## src/rtl/rv32i_pkg.sv

```systemverilog
// Shared definitions for the RV32I external memory bridge:
// CPU access codes, funct3 size codes, defaults and the bridge state encoding.
package rv32i_pkg;

    localparam logic [1:0] ACC_READ  = 2'd0;
    localparam logic [1:0] ACC_WRITE = 2'd1;
    localparam logic [1:0] ACC_CODE  = 2'd2;
    localparam logic [1:0] ACC_NONE  = 2'd3;

    localparam logic [2:0] F3_B  = 3'b000;
    localparam logic [2:0] F3_H  = 3'b001;
    localparam logic [2:0] F3_W  = 3'b010;
    localparam logic [2:0] F3_BU = 3'b100;
    localparam logic [2:0] F3_HU = 3'b101;

    localparam logic [3:0]  LOCAL_TADDR_DEF = 4'h1;
    localparam logic [31:0] RD_TIMEOUT_DATA = 32'hDEADBEEF;

    typedef enum logic [1:0] {
        ST_IDLE,
        ST_REQ,
        ST_DONE
    } bridge_state_e;

endpackage

```

## src/rtl/rv32i_bus_lanes.sv

```systemverilog
// Byte-lane steering: store replication and byte enables from the live CPU request,
// load shift and sign/zero extension from the latched request.
module rv32i_bus_lanes
    import rv32i_pkg::*;
(
    input  logic [1:0]  wr_addr_lo,
    input  logic [2:0]  wr_ctrl,
    input  logic [31:0] wr_data,
    input  logic [1:0]  rd_addr_lo,
    input  logic [2:0]  rd_ctrl,
    input  logic [31:0] rd_data,
    output logic [3:0]  be,
    output logic [31:0] wdata_rep,
    output logic [31:0] rdata_fmt
);

    logic [4:0]  rd_shamt;
    logic [31:0] rd_shifted;

    always_comb begin
        be        = 4'b1111;
        wdata_rep = wr_data;
        case (wr_ctrl)
            F3_B, F3_BU: begin
                be        = 4'b0001 << wr_addr_lo;
                wdata_rep = {4{wr_data[7:0]}};
            end
            F3_H, F3_HU: begin
                be        = 4'b0011 << {wr_addr_lo[1], 1'b0};
                wdata_rep = {2{wr_data[15:0]}};
            end
            default: ;
        endcase
    end

    // Halfwords ignore addr[0] and words ignore addr[1:0]; misalignment is not trapped.
    always_comb begin
        rd_shamt = 5'd0;
        case (rd_ctrl)
            F3_B, F3_BU: rd_shamt = {rd_addr_lo, 3'b000};
            F3_H, F3_HU: rd_shamt = {rd_addr_lo[1], 4'b0000};
            default:     rd_shamt = 5'd0;
        endcase
    end

    assign rd_shifted = rd_data >> rd_shamt;

    always_comb begin
        rdata_fmt = rd_shifted;
        case (rd_ctrl)
            F3_B:    rdata_fmt = {{24{rd_shifted[7]}}, rd_shifted[7:0]};
            F3_H:    rdata_fmt = {{16{rd_shifted[15]}}, rd_shifted[15:0]};
            F3_BU:   rdata_fmt = {24'h000000, rd_shifted[7:0]};
            F3_HU:   rdata_fmt = {16'h0000, rd_shifted[15:0]};
            default: rdata_fmt = rd_shifted;
        endcase
    end

endmodule

```

## src/rtl/rv32i_mem_bridge.sv

```systemverilog
// Stalls the CPU on non-local loads/stores and runs one valid/ready bus transaction,
// returning formatted load data; a wait counter forces completion if the slave never answers.
module rv32i_mem_bridge
    import rv32i_pkg::*;
#(
    parameter logic [3:0]  LOCAL_TADDR = LOCAL_TADDR_DEF,
    parameter int unsigned TIMEOUT     = 255
) (
    input  logic        CLK,
    input  logic        RST,
    input  logic [31:0] w_mic_addr,
    input  logic [31:0] w_mic_wdata,
    input  logic [2:0]  w_mic_ctrl,
    input  logic [1:0]  w_mic_req,
    output logic        w_stall,
    output logic [31:0] w_data,
    output logic        bus_valid,
    output logic        bus_we,
    output logic [31:0] bus_addr,
    output logic [3:0]  bus_be,
    output logic [31:0] bus_wdata,
    input  logic        bus_ready,
    input  logic [31:0] bus_rdata,
    output logic        w_err
);

    localparam int CW = (TIMEOUT > 1) ? $clog2(TIMEOUT + 1) : 1;

    bridge_state_e state, state_next;
    logic [CW-1:0] wait_cnt;
    logic [2:0]    ctrl_q;
    logic [1:0]    addr_lo_q;
    logic          ldst_req;
    logic          ext_req;
    logic          timeout_hit;
    logic [3:0]    lane_be;
    logic [31:0]   lane_wdata;
    logic [31:0]   lane_rdata;

    assign ldst_req    = (w_mic_req == ACC_READ) || (w_mic_req == ACC_WRITE);
    assign ext_req     = ldst_req && (w_mic_addr[31:28] != LOCAL_TADDR);
    assign w_stall     = ext_req && (state != ST_DONE);
    assign timeout_hit = (TIMEOUT != 0) && (wait_cnt == CW'(TIMEOUT));

    rv32i_bus_lanes u_lanes (
        .wr_addr_lo (w_mic_addr[1:0]),
        .wr_ctrl    (w_mic_ctrl),
        .wr_data    (w_mic_wdata),
        .rd_addr_lo (addr_lo_q),
        .rd_ctrl    (ctrl_q),
        .rd_data    (bus_rdata),
        .be         (lane_be),
        .wdata_rep  (lane_wdata),
        .rdata_fmt  (lane_rdata)
    );

    always_ff @(posedge CLK) begin
        if (RST) state <= ST_IDLE;
        else     state <= state_next;
    end

    always_comb begin
        state_next = state;
        case (state)
            ST_IDLE: if (ext_req) state_next = ST_REQ;
            ST_REQ:  if (bus_ready || timeout_hit) state_next = ST_DONE;
            ST_DONE: if (!ldst_req) state_next = ST_IDLE;
            default: state_next = ST_IDLE;
        endcase
    end

    always_ff @(posedge CLK) begin
        if (RST) begin
            bus_valid <= 1'b0;
            bus_we    <= 1'b0;
            bus_addr  <= '0;
            bus_be    <= '0;
            bus_wdata <= '0;
            w_data    <= '0;
            w_err     <= 1'b0;
            wait_cnt  <= '0;
            ctrl_q    <= '0;
            addr_lo_q <= '0;
        end else begin
            case (state)
                ST_IDLE: begin
                    if (ext_req) begin
                        bus_valid <= 1'b1;
                        bus_we    <= (w_mic_req == ACC_WRITE);
                        bus_addr  <= {w_mic_addr[31:2], 2'b00};
                        bus_be    <= lane_be;
                        bus_wdata <= lane_wdata;
                        ctrl_q    <= w_mic_ctrl;
                        addr_lo_q <= w_mic_addr[1:0];
                        wait_cnt  <= '0;
                    end
                end
                ST_REQ: begin
                    if (bus_ready) begin
                        bus_valid <= 1'b0;
                        if (!bus_we) w_data <= lane_rdata;
                    end else if (timeout_hit) begin
                        // A timed-out write is simply dropped; a read returns a marker pattern.
                        bus_valid <= 1'b0;
                        w_err     <= 1'b1;
                        if (!bus_we) w_data <= RD_TIMEOUT_DATA;
                    end else if (TIMEOUT != 0) begin
                        wait_cnt <= wait_cnt + CW'(1);
                    end
                end
                default: ;
            endcase
        end
    end

endmodule

```

## config.mk

```make
export PLATFORM = sky130hd
export DESIGN_NAME = rv32i_mem_bridge
export DESIGN_NICKNAME = d
export VERILOG_FILES = /design/src/rtl/rv32i_pkg.sv /design/src/rtl/rv32i_bus_lanes.sv /design/src/rtl/rv32i_mem_bridge.sv
export SDC_FILE = /design/constraint.sdc
export NUM_CORES = 1
export LEC_CHECK = 0
export CORE_UTILIZATION = 45
export DETAILED_ROUTE_END_ITERATION = 6
export PLACE_DENSITY = 0.78
export SETUP_SLACK_MARGIN = 0.3
export SYNTH_ARGS = -nofsm -noshare
export SYNTH_HDL_FRONTEND = slang
export SYNTH_HIERARCHICAL = 1
export SYNTH_SLANG_ARGS = --single-unit
```

## constraint.sdc

```tcl
create_clock -name CLK -period 1.82 [get_ports CLK]
set_input_delay 0.364 -clock CLK [delete_from_list [all_inputs] [get_ports CLK]]
set_output_delay 0.364 -clock CLK [all_outputs]
set_load 0.05 [all_outputs]
```

==> results.cfg <==
[power]
p_leak_nw = 3.50
pwr_density_cell_nw_per_um2 = 935
peakVddDrop_v = 0.000781

[cells_and_area]
syn_to_final_growth_pct = 54.0
finalNetCount = 1013
diodes = 0
drive_gt1_frac = 0.303

[synthesis]
ys.flop_type = dfxtp_1
async_flop_share = 0
ys_ff_latch = 116
synth_cell_type_count = 56
ys_warn_count = 6
netlist_instances = 684
yosysSeqAreaShare = 0.414
synth.avg_cell_area_um2 = 8.19
synth_edf_count = 0
syn_area_um2 = 5610

[timing]
finalSetupViolCount = 0
period_share = 0.970
hold_viol = 0
fin_ws_ps = 54.6
hold-worst-slack_ps = 282
max_freq_mhz = 566
period_needed_ps = 1770
fin_skew_ps = 9.20
drv_slew = 0
rsz0062_at_grt = yes

[floorplanning]
start_util = 0.465
die_h_um = 114
pin_count = 208
fp.dieW_um = 114
placementRows = 40
dieArea_um2 = 12900
coreArea_um2 = 12100

[routing]
via_per_inst = 5.29
wirelength_um = 17400
vias = 5760
firstDrtPassIters = 5
avgRoutedWirePerCell_um = 16.0
remaining_drc_errors = 0
drtIter0Drc = 382
antenna_left = 0

[global_routing]
grt_pass1_vias = 5595
grt_start_max_net_pins = 44
grt_overflow = 0
antenna_found_initial = 0
grt_use_total = 0.270
grt_pass1_wl_um = 27300

[worst_hold_path]
hold_class = input pin to flop
min_from = RST
holdPathStages = 2
whs_endpoint = bus_we

[worst_setup_path]
start_kind = flop
reg2reg_to = wait_cnt[7]
reg2reg_from = state[1]
critPathCaptureType = output port
r2r_slack_ps = 130
crit_type = flop to output port
cp.arrival_ps = 1400
required_ps = 1460
ff2ff_path_depth = 4
cp_max_fo = 3

[clocking]
clockBufferDepth = 2
insertion_delay_ps = 410
cts_sinks = 116
numCtsBuffers = 17
cts_tree = done
cts_max_level = 4
cts_root_buf = clkbuf_16
clkTransAtPathRegs_ps = 50

[run_status]
status = finished clean

[place]
hpwl_um = 12200
gp_congestion = 0.883
pre_cts_slack_ps = -437
io_buffers = 205

[flow_run]
maxCapViolCount = 0
cells in the mapped netlist (9+ instances only):
| library cell | n | area, um^2 |
|---|---|---|
| a21oi_1 | 104 | 521 |
| a211oi_2 | 20 | 250 |
| mux2_2 | 17 | 191 |
| o21ai_2 | 11 | 96.3 |
| inv_1 | 30 | 113 |
| mux2i_1 | 9 | 90.1 |
| o21ai_1 | 10 | 50.1 |
| buf_4 | 16 | 120 |
| clkbuf_1 | 29 | 109 |
| nand2_1 | 163 | 612 |
| o21ai_0 | 22 | 110 |
| nor2_1 | 32 | 120 |
| buf_2 | 13 | 65.1 |
| dfxtp_1 | 116 | 2320 |
per-layer routing:
metal / GRT usage / vias to the layer above / wire length, um
li1: - / 2777 / -
met5: 0 / - / 0
met3: 0.0611 / 53 / 1090
met4: 0.146 / 0 / 609
met1: 0.333 / 2680 / 7300
met2: 0.438 / 250 / 8430
through the flow:
stage	utilization	total power, mW	TNS [ps]	instances	area, um^2
6_report	0.716	8.07	0	1089	8630
2_1_floorplan	-	4.10	0	685	5670
3_5_place_dp	0.641	4.80	-38100	1038	7730
4_1_cts	0.708	8.06	0	1085	8540
3_3_place_gp	0.641	4.77	-35470	1038	7730
5_1_grt	0.716	8.38	0	1089	8630
logic make-up after synthesis:
logic type	after synthesis	share of synthesized area
multiplexers	34	0.0810
AO/OA/AOI/OAI	204	0.236
buffers and inverters	94	0.0846
flip-flops	116	0.414
AND/OR/NAND/NOR	234	0.181
other	1	0.000669
adder cells (fa/ha/maj)	1	0.00223
state kept, by name (all words and copies together) (netlist names):
name / cells
state: 2
bus_we: 1
bus_wdata: 32
wait_cnt: 8
ctrl_q: 3
bus_addr: 30
w_err: 1
w_data: 32
bus_be: 4
bus_valid: 1
addr_lo_q: 2
report_power, final:
group          leakage [nW]  internal, mW  switching, mW
clock network         0.273          2.08           1.09
logic                  2.28         0.854           1.24
registers             0.953          2.71         0.0948
repair_timing:
item | CTS | global route
resized for setup | 34 | 12
buffers inserted | 13 | 3
gates cloned | 2 | 1
endpoints found under the setup margin | 113 | 116
pin swaps | 5 | 7
hold buffers | 0 | 0
how the worst max path moves through the flow:
stage	to	slack, ps	from
after floorplan	w_data[10]	170	bus_we
after global placement	bus_addr[16]	-400	w_mic_addr[29]
after detailed placement	bus_addr[22]	-440	w_mic_addr[31]
after CTS	w_stall	40	state[0]
after global routing	w_stall	10	state[0]
final	w_stall	50	state[0]
layout make-up:
type | instances | area, um^2
fillers | 924 | 3430
clock inverters | 5 | 75.1
repair buffers | 267 | 2440
inverters | 30 | 113
clock buffers | 27 | 483
multi-input cells | 476 | 2970
flip-flops and latches | 116 | 2340
well taps | 168 | 210
worst max-delay path: stages, from the launching register on:
cell	delay [ps]
dfxtp_2	350
buf_6	100
and2b_1	200
nor3_2	160
buf_6	190
layout by cell type (no fill, tap or decap), drive strengths merged, types with 3 or more instances in the layout:
cell type and n:
nor3 6, dlygate4sd2 6, o21ai 43, a211oi 24, clkdlybuf4s50 96, inv 30
mux2i 9, clkbuf 28, clkinv 3, a31oi 3, mux2 18, a22oi 8
a21oi 106, mux4 7, buf 164, dfxtp 116, and3 3, nor2b 4
nor2 32, nand2 163, nand3 6, a22o 8
Power figures use the tool's default switching activity.
